===== config.mk =====
export PLATFORM = sky130hd
export DESIGN_NAME = shared_data_memory_flat
export DESIGN_NICKNAME = d
export VERILOG_FILES = /design/src/rtl/shared_data_memory_if.sv /design/src/rtl/shared_data_memory.sv /design/src/flat_wrapper.sv
export SDC_FILE = /design/constraint.sdc
export NUM_CORES = 1
export LEC_CHECK = 0
export BUFFER_PORTS_ARGS = -buffer_cell sky130_fd_sc_hd__buf_2
export CORE_MARGIN = 5
export CORE_UTILIZATION = 30
export CTS_BUF_LIST = sky130_fd_sc_hd__clkbuf_8
export CTS_CLUSTER_SIZE = 14
export DETAILED_ROUTE_END_ITERATION = 10
export GPL_TIMING_DRIVEN = 0
export SYNTH_ARGS = -nofsm -noshare
export SYNTH_HDL_FRONTEND = slang
export SYNTH_SLANG_ARGS = --single-unit
export TNS_END_PERCENT = 30

===== constraint.sdc =====
create_clock -name clk_i -period 4.2 [get_ports clk_i]
set_input_delay 0.42 -clock clk_i [delete_from_list [all_inputs] [get_ports clk_i]]
set_output_delay 0.42 -clock clk_i [all_outputs]
set_load 0.05 [all_outputs]

===== src/rtl/shared_data_memory_if.sv =====
// Per-port load/store bus between the cores' MEM stages and the shared data memory.
// Port p occupies bit p of the scalar vectors and slice p of the packed buses.
interface shared_data_memory_if #(
  parameter int unsigned NUM_PORTS = 2,
  parameter int unsigned ADDR_W    = 32
);
  logic [NUM_PORTS-1:0]        req_i;
  logic [NUM_PORTS-1:0]        we_i;
  logic [NUM_PORTS*ADDR_W-1:0] addr_i;
  logic [NUM_PORTS*32-1:0]     wdata_i;
  logic [NUM_PORTS*4-1:0]      be_i;
  logic [NUM_PORTS-1:0]        ready_o;
  logic [NUM_PORTS-1:0]        rvalid_o;
  logic [NUM_PORTS*32-1:0]     rdata_o;
  logic [NUM_PORTS-1:0]        err_o;

  modport master (
    output req_i, we_i, addr_i, wdata_i, be_i,
    input  ready_o, rvalid_o, rdata_o, err_o
  );

  modport slave (
    input  req_i, we_i, addr_i, wdata_i, be_i,
    output ready_o, rvalid_o, rdata_o, err_o
  );
endinterface


===== src/rtl/shared_data_memory.sv =====
// Multi-port shared data memory: round-robin arbitrated, byte-enabled, little-endian
// word storage with registered per-port read data, valid strobe and range error.
module shared_data_memory #(
  parameter int unsigned NUM_PORTS   = 2,
  parameter int unsigned DEPTH_BYTES = 128,
  parameter int unsigned ADDR_W      = 32
) (
  input  logic                 clk_i,
  input  logic                 rst_i,
  shared_data_memory_if.slave  bus
);
  localparam int unsigned WORDS = DEPTH_BYTES / 4;
  localparam int unsigned IDX_W = (WORDS > 1) ? $clog2(WORDS) : 1;
  localparam int unsigned PTR_W = (NUM_PORTS > 1) ? $clog2(NUM_PORTS) : 1;
  localparam logic [ADDR_W-1:0] DEPTH_A = ADDR_W'(DEPTH_BYTES);

  // Storage is zero at power-up and deliberately left untouched by rst_i.
  logic [31:0] mem_q [WORDS] = '{default: '0};

  logic [PTR_W-1:0]       ptr_q, ptr_d;
  logic [NUM_PORTS-1:0]   req_rot;
  logic [NUM_PORTS-1:0]   gnt;
  logic                   gnt_any;
  int unsigned            gnt_off;
  int unsigned            gnt_k;

  logic [ADDR_W-1:0]      sel_addr;
  logic [31:0]            sel_wdata;
  logic [3:0]             sel_be;
  logic                   sel_we;
  logic                   sel_in_range;
  logic [IDX_W-1:0]       sel_word;
  logic [31:0]            rd_word;

  logic [NUM_PORTS-1:0]   rvalid_q, rvalid_d;
  logic [NUM_PORTS-1:0]   err_q, err_d;
  logic [NUM_PORTS*32-1:0] rdata_q, rdata_d;

  // Rotate requests so that bit 0 is the port at ptr; the first set bit wins.
  always_comb begin
    req_rot = NUM_PORTS'({bus.req_i, bus.req_i} >> ptr_q);
    gnt_any = 1'b0;
    gnt_off = 0;
    for (int unsigned i = 0; i < NUM_PORTS; i++) begin
      if (!gnt_any && req_rot[i]) begin
        gnt_any = 1'b1;
        gnt_off = i;
      end
    end
    gnt_any = gnt_any & ~rst_i;
    gnt_k   = (32'(ptr_q) + gnt_off) % NUM_PORTS;
    gnt     = '0;
    for (int unsigned j = 0; j < NUM_PORTS; j++) begin
      gnt[j] = gnt_any && (j == gnt_k);
    end
    ptr_d = gnt_any ? PTR_W'((gnt_k + 1) % NUM_PORTS) : ptr_q;
  end

  always_comb begin
    sel_addr  = '0;
    sel_wdata = '0;
    sel_be    = '0;
    sel_we    = 1'b0;
    for (int unsigned j = 0; j < NUM_PORTS; j++) begin
      if (gnt[j]) begin
        sel_addr  = bus.addr_i[j*ADDR_W +: ADDR_W];
        sel_wdata = bus.wdata_i[j*32 +: 32];
        sel_be    = bus.be_i[j*4 +: 4];
        sel_we    = bus.we_i[j];
      end
    end
    sel_in_range = (sel_addr < DEPTH_A);
    sel_word     = sel_addr[IDX_W+1:2];
    rd_word      = mem_q[sel_word];
  end

  always_comb begin
    rvalid_d = '0;
    err_d    = '0;
    rdata_d  = rdata_q;
    for (int unsigned j = 0; j < NUM_PORTS; j++) begin
      if (gnt[j]) begin
        err_d[j] = ~sel_in_range;
        if (!sel_we) begin
          rvalid_d[j]          = 1'b1;
          rdata_d[j*32 +: 32]  = sel_in_range ? rd_word : '0;
        end
      end
    end
  end

  always_ff @(posedge clk_i) begin
    if (rst_i) begin
      ptr_q    <= '0;
      rvalid_q <= '0;
      err_q    <= '0;
      rdata_q  <= '0;
    end else begin
      ptr_q    <= ptr_d;
      rvalid_q <= rvalid_d;
      err_q    <= err_d;
      rdata_q  <= rdata_d;
    end
  end

  always_ff @(posedge clk_i) begin
    if (gnt_any && sel_we && sel_in_range) begin
      for (int unsigned b = 0; b < 4; b++) begin
        if (sel_be[b]) mem_q[sel_word][b*8 +: 8] <= sel_wdata[b*8 +: 8];
      end
    end
  end

  // Gating by rst_i drops a strobe that would otherwise land in the reset cycle.
  assign bus.ready_o  = gnt;
  assign bus.rvalid_o = rst_i ? '0 : rvalid_q;
  assign bus.err_o    = rst_i ? '0 : err_q;
  assign bus.rdata_o  = rst_i ? '0 : rdata_q;
endmodule

===== src/flat_wrapper.sv =====
// flat-port wrapper written by rule: the top's interface ports become plain ports
module shared_data_memory_flat 
#(
  parameter int unsigned NUM_PORTS   = 2,
  parameter int unsigned DEPTH_BYTES = 128,
  parameter int unsigned ADDR_W      = 32
)
  (clk_i, rst_i, bus_req_i, bus_we_i, bus_addr_i, bus_wdata_i, bus_be_i, bus_ready_o, bus_rvalid_o, bus_rdata_o, bus_err_o);
  shared_data_memory_if #(.NUM_PORTS(NUM_PORTS), .ADDR_W(ADDR_W)) bus_i ();
  input  logic clk_i;
  input  logic rst_i;
  input wire logic [$bits(bus_i.req_i)-1:0] bus_req_i;
  input wire logic [$bits(bus_i.we_i)-1:0] bus_we_i;
  input wire logic [$bits(bus_i.addr_i)-1:0] bus_addr_i;
  input wire logic [$bits(bus_i.wdata_i)-1:0] bus_wdata_i;
  input wire logic [$bits(bus_i.be_i)-1:0] bus_be_i;
  output wire logic [$bits(bus_i.ready_o)-1:0] bus_ready_o;
  output wire logic [$bits(bus_i.rvalid_o)-1:0] bus_rvalid_o;
  output wire logic [$bits(bus_i.rdata_o)-1:0] bus_rdata_o;
  output wire logic [$bits(bus_i.err_o)-1:0] bus_err_o;
  assign bus_i.req_i = bus_req_i;
  assign bus_i.we_i = bus_we_i;
  assign bus_i.addr_i = bus_addr_i;
  assign bus_i.wdata_i = bus_wdata_i;
  assign bus_i.be_i = bus_be_i;
  assign bus_ready_o = bus_i.ready_o;
  assign bus_rvalid_o = bus_i.rvalid_o;
  assign bus_rdata_o = bus_i.rdata_o;
  assign bus_err_o = bus_i.err_o;
  shared_data_memory #(.NUM_PORTS(NUM_PORTS), .DEPTH_BYTES(DEPTH_BYTES), .ADDR_W(ADDR_W)) u_core (.clk_i(clk_i), .rst_i(rst_i), .bus(bus_i));
endmodule

* Yosys cells after proc, flatten, opt, wreduce, memory -nomap -nowiden
Memory sizes are Yosys's and may differ from the RTL's.
Index checks and enable logic that the tools add are counted.
** Word-level totals
- Register bits :: 69
- Bits in latches :: 0
- RAM bits :: 1024
- ROM bits :: 0
- Bits of input ports :: 142
- Output and inout bits :: 70
- Word-level logic and storage cells :: 57
- Memories kept :: 1
** Memories
- u_core.mem_q :: depth 32, width 32, read ports 1, clocked after memory_dff 0, write ports 1, RTL line shared_data_memory.sv:18 : logic [31:0] mem_q [WORDS] = '{default: '0};
** Cells by class
- Add/sub/neg operators :: 2
- Multipliers :: 0
- Divide/modulo/power cells :: 0
- Magnitude comparators :: 1
- Eq/ne operators :: 0
- Shift-type cells :: 1
- Muxes and demuxes :: 28
- Bitwise operators :: 6
- Reductions and logical operators :: 11
** Operators with widths (count)
- two-way mux 32 bit :: 5
- two-way mux 64 bit :: 1
- logical NOT 32 bit :: 1
- less-than comparator 32 x 8 -> 1 bit, second input constant :: 1
- two-way mux 1 bit :: 18
- two-way mux 4 bit :: 2
- logical AND 1 bit :: 5
- NOT 1 bit :: 5
- two-way mux 2 bit :: 2
- AND reduction 2 bit :: 2
- OR reduction 2 bit :: 2
- right shift 4 x 1 -> 2 bit :: 1
- adder 1 bit :: 1
- adder 1 bit, second input constant :: 1
- AND 1 bit :: 1
- logical NOT 1 bit :: 1

* Longest topological paths before layout
- Word-level depth :: 14
- Mapped depth :: 14
- Mapped depth without buffers :: 8

* Worst setup path after synthesis
Ideal clock, no wire load.
- Kind :: reg-to-reg
- Start :: register u_core.ptr_q
- End :: memory u_core.mem_q[28][0], enable pin
- Library setup time :: 370 ps
- Data arrival time :: 2742 ps
- Data required time :: 3830 ps
- Path slack :: 1088 ps
- Stages on the path, launching flop included :: 13
- Buffers on the path :: 6
- Path through :: dfxtp_1 > nand2b_1 > buf_4 > a32o_2 > and2_1 > buf_6 > buf_6 > buf_4 > buf_2 > buf_2 > nor2_1 > nand2_1 > nor2_1
** On the way
- Longest elaborated chain between the ends :: 14
- Elaborated cells on any way between the ends :: 23
- Those cells by class :: add/sub: 1; order compare: 1; shift: 1; mux: 12; bitwise: 1; reduce/logical: 7
** Ends and longest elaborated chain
- start: declaration :: RTL line shared_data_memory.sv:20 : logic [PTR_W-1:0] ptr_q, ptr_d;
- start signal: assignment :: RTL line shared_data_memory.sv:99 : ptr_q <= ptr_d;
- right shift 4 x 1 -> 2 bit :: RTL line shared_data_memory.sv:41 : req_rot = NUM_PORTS'({bus.req_i, bus.req_i} >> ptr_q);
- two-way mux 1 bit :: RTL line shared_data_memory.sv:45 : if (!gnt_any && req_rot[i]) begin
- logical NOT 1 bit :: RTL line shared_data_memory.sv:45
- logical AND 1 bit :: RTL line shared_data_memory.sv:45
- two-way mux 1 bit :: RTL line shared_data_memory.sv:45
- adder 1 bit :: RTL line shared_data_memory.sv:51 : gnt_k = (32'(ptr_q) + gnt_off) % NUM_PORTS;
- logical NOT 32 bit :: RTL line shared_data_memory.sv:54 : gnt[j] = gnt_any && (j == gnt_k);
- logical AND 1 bit :: RTL line shared_data_memory.sv:54
- two-way mux 32 bit / two-way mux 1 bit (equally long branches) (2 in a row) :: RTL line shared_data_memory.sv:65 : if (gnt[j]) begin
- less-than comparator 32 x 8 -> 1 bit / logical AND 1 bit (equally long branches) :: RTL line shared_data_memory.sv:72, shared_data_memory.sv:107
- logical AND 1 bit :: RTL line shared_data_memory.sv:107 : if (gnt_any && sel_we && sel_in_range) begin
- two-way mux 1 bit :: RTL line shared_data_memory.sv:107
- two-way mux 1 bit (not written as such) :: RTL line shared_data_memory.sv:109 : if (sel_be[b]) mem_q[sel_word][b*8 +: 8] <= sel_wdata[b*8 +: 8];
- end: declaration :: RTL line shared_data_memory.sv:18
Parallel ways exist; a longest one is shown, timed or not.

* Worst setup path in the final report
- Start :: register u_core.ptr_q
- End :: register u_core.rdata_q[46]
** On the way
- Longest elaborated chain between the ends :: 12
- Elaborated cells on any way between the ends :: 20
- Those cells by class :: add/sub: 1; order compare: 1; shift: 1; mux: 8; bitwise: 2; reduce/logical: 6; memory: 1
** Ends and longest elaborated chain
- right shift 4 x 1 -> 2 bit :: RTL line shared_data_memory.sv:41
- two-way mux 1 bit :: RTL line shared_data_memory.sv:45
- logical NOT 1 bit :: RTL line shared_data_memory.sv:45
- logical AND 1 bit :: RTL line shared_data_memory.sv:45
- two-way mux 1 bit :: RTL line shared_data_memory.sv:45
- adder 1 bit :: RTL line shared_data_memory.sv:51
- logical NOT 32 bit :: RTL line shared_data_memory.sv:54
- logical AND 1 bit :: RTL line shared_data_memory.sv:54
- two-way mux 32 bit / two-way mux 1 bit (equally long branches) (2 in a row) :: RTL line shared_data_memory.sv:65
- less-than comparator 32 x 8 -> 1 bit, or another cell as far along :: RTL line shared_data_memory.sv:72 : sel_in_range = (sel_addr < DEPTH_A);
- two-way mux 32 bit / AND reduction 2 bit (equally long branches)
- end signal: assignment :: RTL line shared_data_memory.sv:102 : rdata_q <= rdata_d;
- end: declaration :: RTL line shared_data_memory.sv:37 : logic [NUM_PORTS*32-1:0] rdata_q, rdata_d;
Parallel ways exist; a longest one is shown, timed or not.
A chain may end at the register's enable or synchronous reset.

==> results.sh <==
export IMPL_synth_most_common_cell="edfxtp_1"
export IMPL_yosysUniqueCellTypes=52
export IMPL_grt_overflow_total=0
export IMPL_grt_first_pass_wirelength_um=215000
export IMPL_crit_family="buffers and inverters"
export IMPL_drc_errors=0
export IMPL_critical_path_most_common_cell="clkbuf_1"
export IMPL_synth_largest_area_cell="edfxtp_1"
export IMPL_cpPeakStageDelay_ns=0.83
export IMPL_hold_class="in2reg"
export IMPL_io_pin_count=212
export IMPL_worstPathRequired_ns=4.97
export IMPL_yosys_warnings=0
export IMPL_ys_top_cells_by_count="edfxtp_1, nand2_1, nand3_1, mux2i_1, nor2_1"
export IMPL_violations="setup timing"
export IMPL_slew_headroom=0.00767
export IMPL_finalSetupViolCount=3
export IMPL_multi_input_area_um2=11100
export IMPL_final_fill_count=13800
export IMPL_cp_start_kind="register"
export IMPL_wl_um=158000
export IMPL_dieHeight_um=390
export IMPL_ir_drop_uv=241
export IMPL_powerDensity_nw_per_um2=438
export IMPL_grt_max_degree=33
export IMPL_period_needed_ns=4.25
export IMPL_nNetsFinal=3649
export IMPL_postSynthCellCount=3096
export IMPL_vias=29700
export IMPL_core_area_um2=143000
export IMPL_cp_max_fo=10
export IMPL_die_w_um=390
export IMPL_numCtsBuffers=176
export IMPL_dp_final_hpwl_um=112000
export IMPL_fin_crit_sh=1.01
export IMPL_grt_pass1_vias=28300
export IMPL_synth_nets=3238
export IMPL_seq_area_frac_synth=0.743
export IMPL_cts_sinks=1093
export IMPL_htreeDepth=4
export IMPL_maxCapViolCount=0
export IMPL_core_rowCount=139
export IMPL_critPathKind="reg2reg"
export IMPL_drt_iter0_drc=4224
export IMPL_hold_viol=0
export IMPL_antenna_found_initial=19
export IMPL_synth_edf_count=1024
export IMPL_postSynthAreaPerCell_um2=14.0
export IMPL_cts_tree="built"
export IMPL_tightest_slew_ns=1.49
export IMPL_drv_slew=0
export IMPL_fin_setup_tns_ns=-0.0992
export IMPL_synth_main_ff_cell="edfxtp_1"
export IMPL_cts_root_buffer="clkbuf_8"
export IMPL_io_buffers=207
export IMPL_finalClockSkew_ns=0.0658
export IMPL_syn_cell_area_um2=43300
export IMPL_postRouteAntennaNets=0
export IMPL_rsz0062_at_grt="true"
export IMPL_crit_slowest_cell="clkbuf_1"
export IMPL_insertion_delay_ns=0.90
export IMPL_max_freq_mhz=235
export IMPL_yosysTopAreaCellShare=0.711
export IMPL_dr_pass1_iters=5
export IMPL_status="finished with violations"
export IMPL_flow_area_growth_from_synthesis_pct=18.2
export IMPL_cts_buffer_depth=3
export IMPL_track_usage=0.201
export IMPL_pre_cts_slack_ns=-1.36
export IMPL_worst_endpoint_arrival_ns=5.02
export IMPL_ys_seq_elements=1093
export IMPL_initial_core_util=0.302
export IMPL_regArea_um2=32100
export IMPL_fin_util=0.356
export IMPL_leakage_nw=17.2
export IMPL_final_layout_size_suffix_gt1_frac=0.206
export IMPL_path_clk_slew_ns=0.06
export IMPL_vias_per_cell=5.35
export IMPL_wire_per_inst_um=28.4
export IMPL_crit_path_end_kind="register"
export IMPL_synth_area_top_cells="edfxtp_1, nand2_1, mux2i_1"
export IMPL_fin_ws_ns=-0.0518
export IMPL_critPathBufInv=4
export IMPL_synthArstFlopShare=0
export IMPL_gp_congestion=0.983
export IMPL_crit_path_cell_trace="nand2b_1 > buf_4 > a32o_1 > buf_2 > nor3_1 > and2_1 > clkbuf_1 > clkbuf_1 > a32oi_1 > and4_1 > nand4_1 > o31ai_1"
export IMPL_die_area_um2=152000
-- final timing paths --
kind / startpoint / to / slack [ns] / cells past startpoint
worst max register to register: u_core.ptr_q$_SDFFE_PP0P_ / u_core.rdata_q[46]$_SDFFE_PP0P_ / -0.05 / 12
worst min register to register: u_core.rdata_q[63]$_SDFFE_PP0P_ / u_core.rdata_q[63]$_SDFFE_PP0P_ / 0.56 / 3
worst min-delay path: bus_req_i[1] / u_core.ptr_q$_SDFFE_PP0P_ / 0.11 / 3
worst max-delay path: u_core.ptr_q$_SDFFE_PP0P_ / u_core.rdata_q[46]$_SDFFE_PP0P_ / -0.05 / 12
-- registers in the layout (all words and copies together), names as in the netlist --
signal / flops
u_core.rvalid_q: 2
u_core.ptr_q: 1
u_core.rdata_q: 64
u_core.err_q: 2
u_core.mem_q: 1024
-- placed cells by master, fill, tap and decap left out, types with 8 or more instances in the layout --
| cell | instances |
|---|---|
| o2111ai_1 | 15 |
| nand3_1 | 213 |
| buf_2 | 271 |
| a22oi_1 | 23 |
| edfxtp_1 | 1024 |
| clkinv_2 | 13 |
| nand2_1 | 711 |
| mux4_2 | 12 |
| clkbuf_8 | 176 |
| clkbuf_2 | 24 |
| o21ai_0 | 36 |
| clkinv_1 | 49 |
| nor2b_1 | 69 |
| nor2_2 | 36 |
| a32oi_1 | 56 |
| clkbuf_1 | 73 |
| a22o_2 | 25 |
| dfxtp_1 | 69 |
| nor2_1 | 24 |
| o22ai_1 | 13 |
| a21oi_1 | 28 |
| a32o_1 | 11 |
| nor4_1 | 14 |
| a31oi_1 | 26 |
| a22o_1 | 19 |
| a21boi_0 | 9 |
| inv_1 | 65 |
| mux2i_1 | 164 |
| or3_1 | 16 |
| a2111oi_1 | 8 |
| buf_6 | 11 |
| nor2_4 | 101 |
| nand4_1 | 50 |
| or4_1 | 14 |
| o31ai_1 | 27 |
| buf_4 | 35 |
| a2111oi_0 | 12 |
-- power breakdown --
group,internal (W),switching [W],leakage (nW)
Sequential,0.0120,0.00000885,10.4
Clock,0.00420,0.00438,1.85
Combinational,0.000420,0.00140,5.00
Total,0.0166,0.00578,17.2
-- through the flow --
step / power, W / instances / area [µm²] / hold slack (ns)
3_5_place_dp: 0.0140 / 5215 / 46800 / 0.552
2_1_floorplan: 0.0131 / 3096 / 43300 / 0.527
4_1_cts: 0.0224 / 5540 / 50800 / 0.0177
5_1_grt: 0.0231 / 5550 / 51100 / 0.0804
3_3_place_gp: 0.0139 / 5206 / 46700 / 0.548
6_report: 0.0224 / 5552 / 51100 / 0.112
-- layer usage --
layer | part of all wire | wire (µm) | global-route usage | up-vias
met3 | 0.13 | 20100 | 0.0694 | 398
met2 | 0.44 | 68900 | 0.302 | 2002
met4 | 0.047 | 7380 | 0.0885 | 8
met1 | 0.39 | 61400 | 0.263 | 14800
met5 | 0.00036 | 57 | 0 | -
li1 | - | - | - | 12500
-- tightest hold or removal path, cell delays in order --
cell and delay, ns:
buf_2 0.13, buf_2 0.30, a211oi_1 0.12
-- repair_timing --
action,CTS,global route
gates resized for setup,225,66
pin swaps,0,4
cloned,0,0
setup buffers,2,10
setup endpoints to repair,1779,871
hold endpoints to repair,3,0
hold buffers,7,0
-- area by class of cell --
| type | instances | share of cell area |
|---|---|---|
| Sequential cell | 1093 | 0.628 |
| Multi-Input combinational cell | 1797 | 0.217 |
| Clock buffer | 176 | 0.0474 |
| Tap cell | 1903 | 0.0466 |
| Timing Repair Buffer | 236 | 0.0253 |
| Buffer | 198 | 0.0199 |
| Clock inverter | 141 | 0.0153 |
| Inverter | 5 | 0.000367 |
| Antenna cell | 3 | 0.000147 |
-- cell families after synthesis --
logic type | after synthesis | synth area share
AO/OA/AOI/OAI | 343 | 0.0605
buffers and inverters | 206 | 0.0235
flip-flops | 1093 | 0.743
multiplexers | 177 | 0.0444
AND/OR/NAND/NOR | 1277 | 0.129
(Power assumes the default switching activity.)
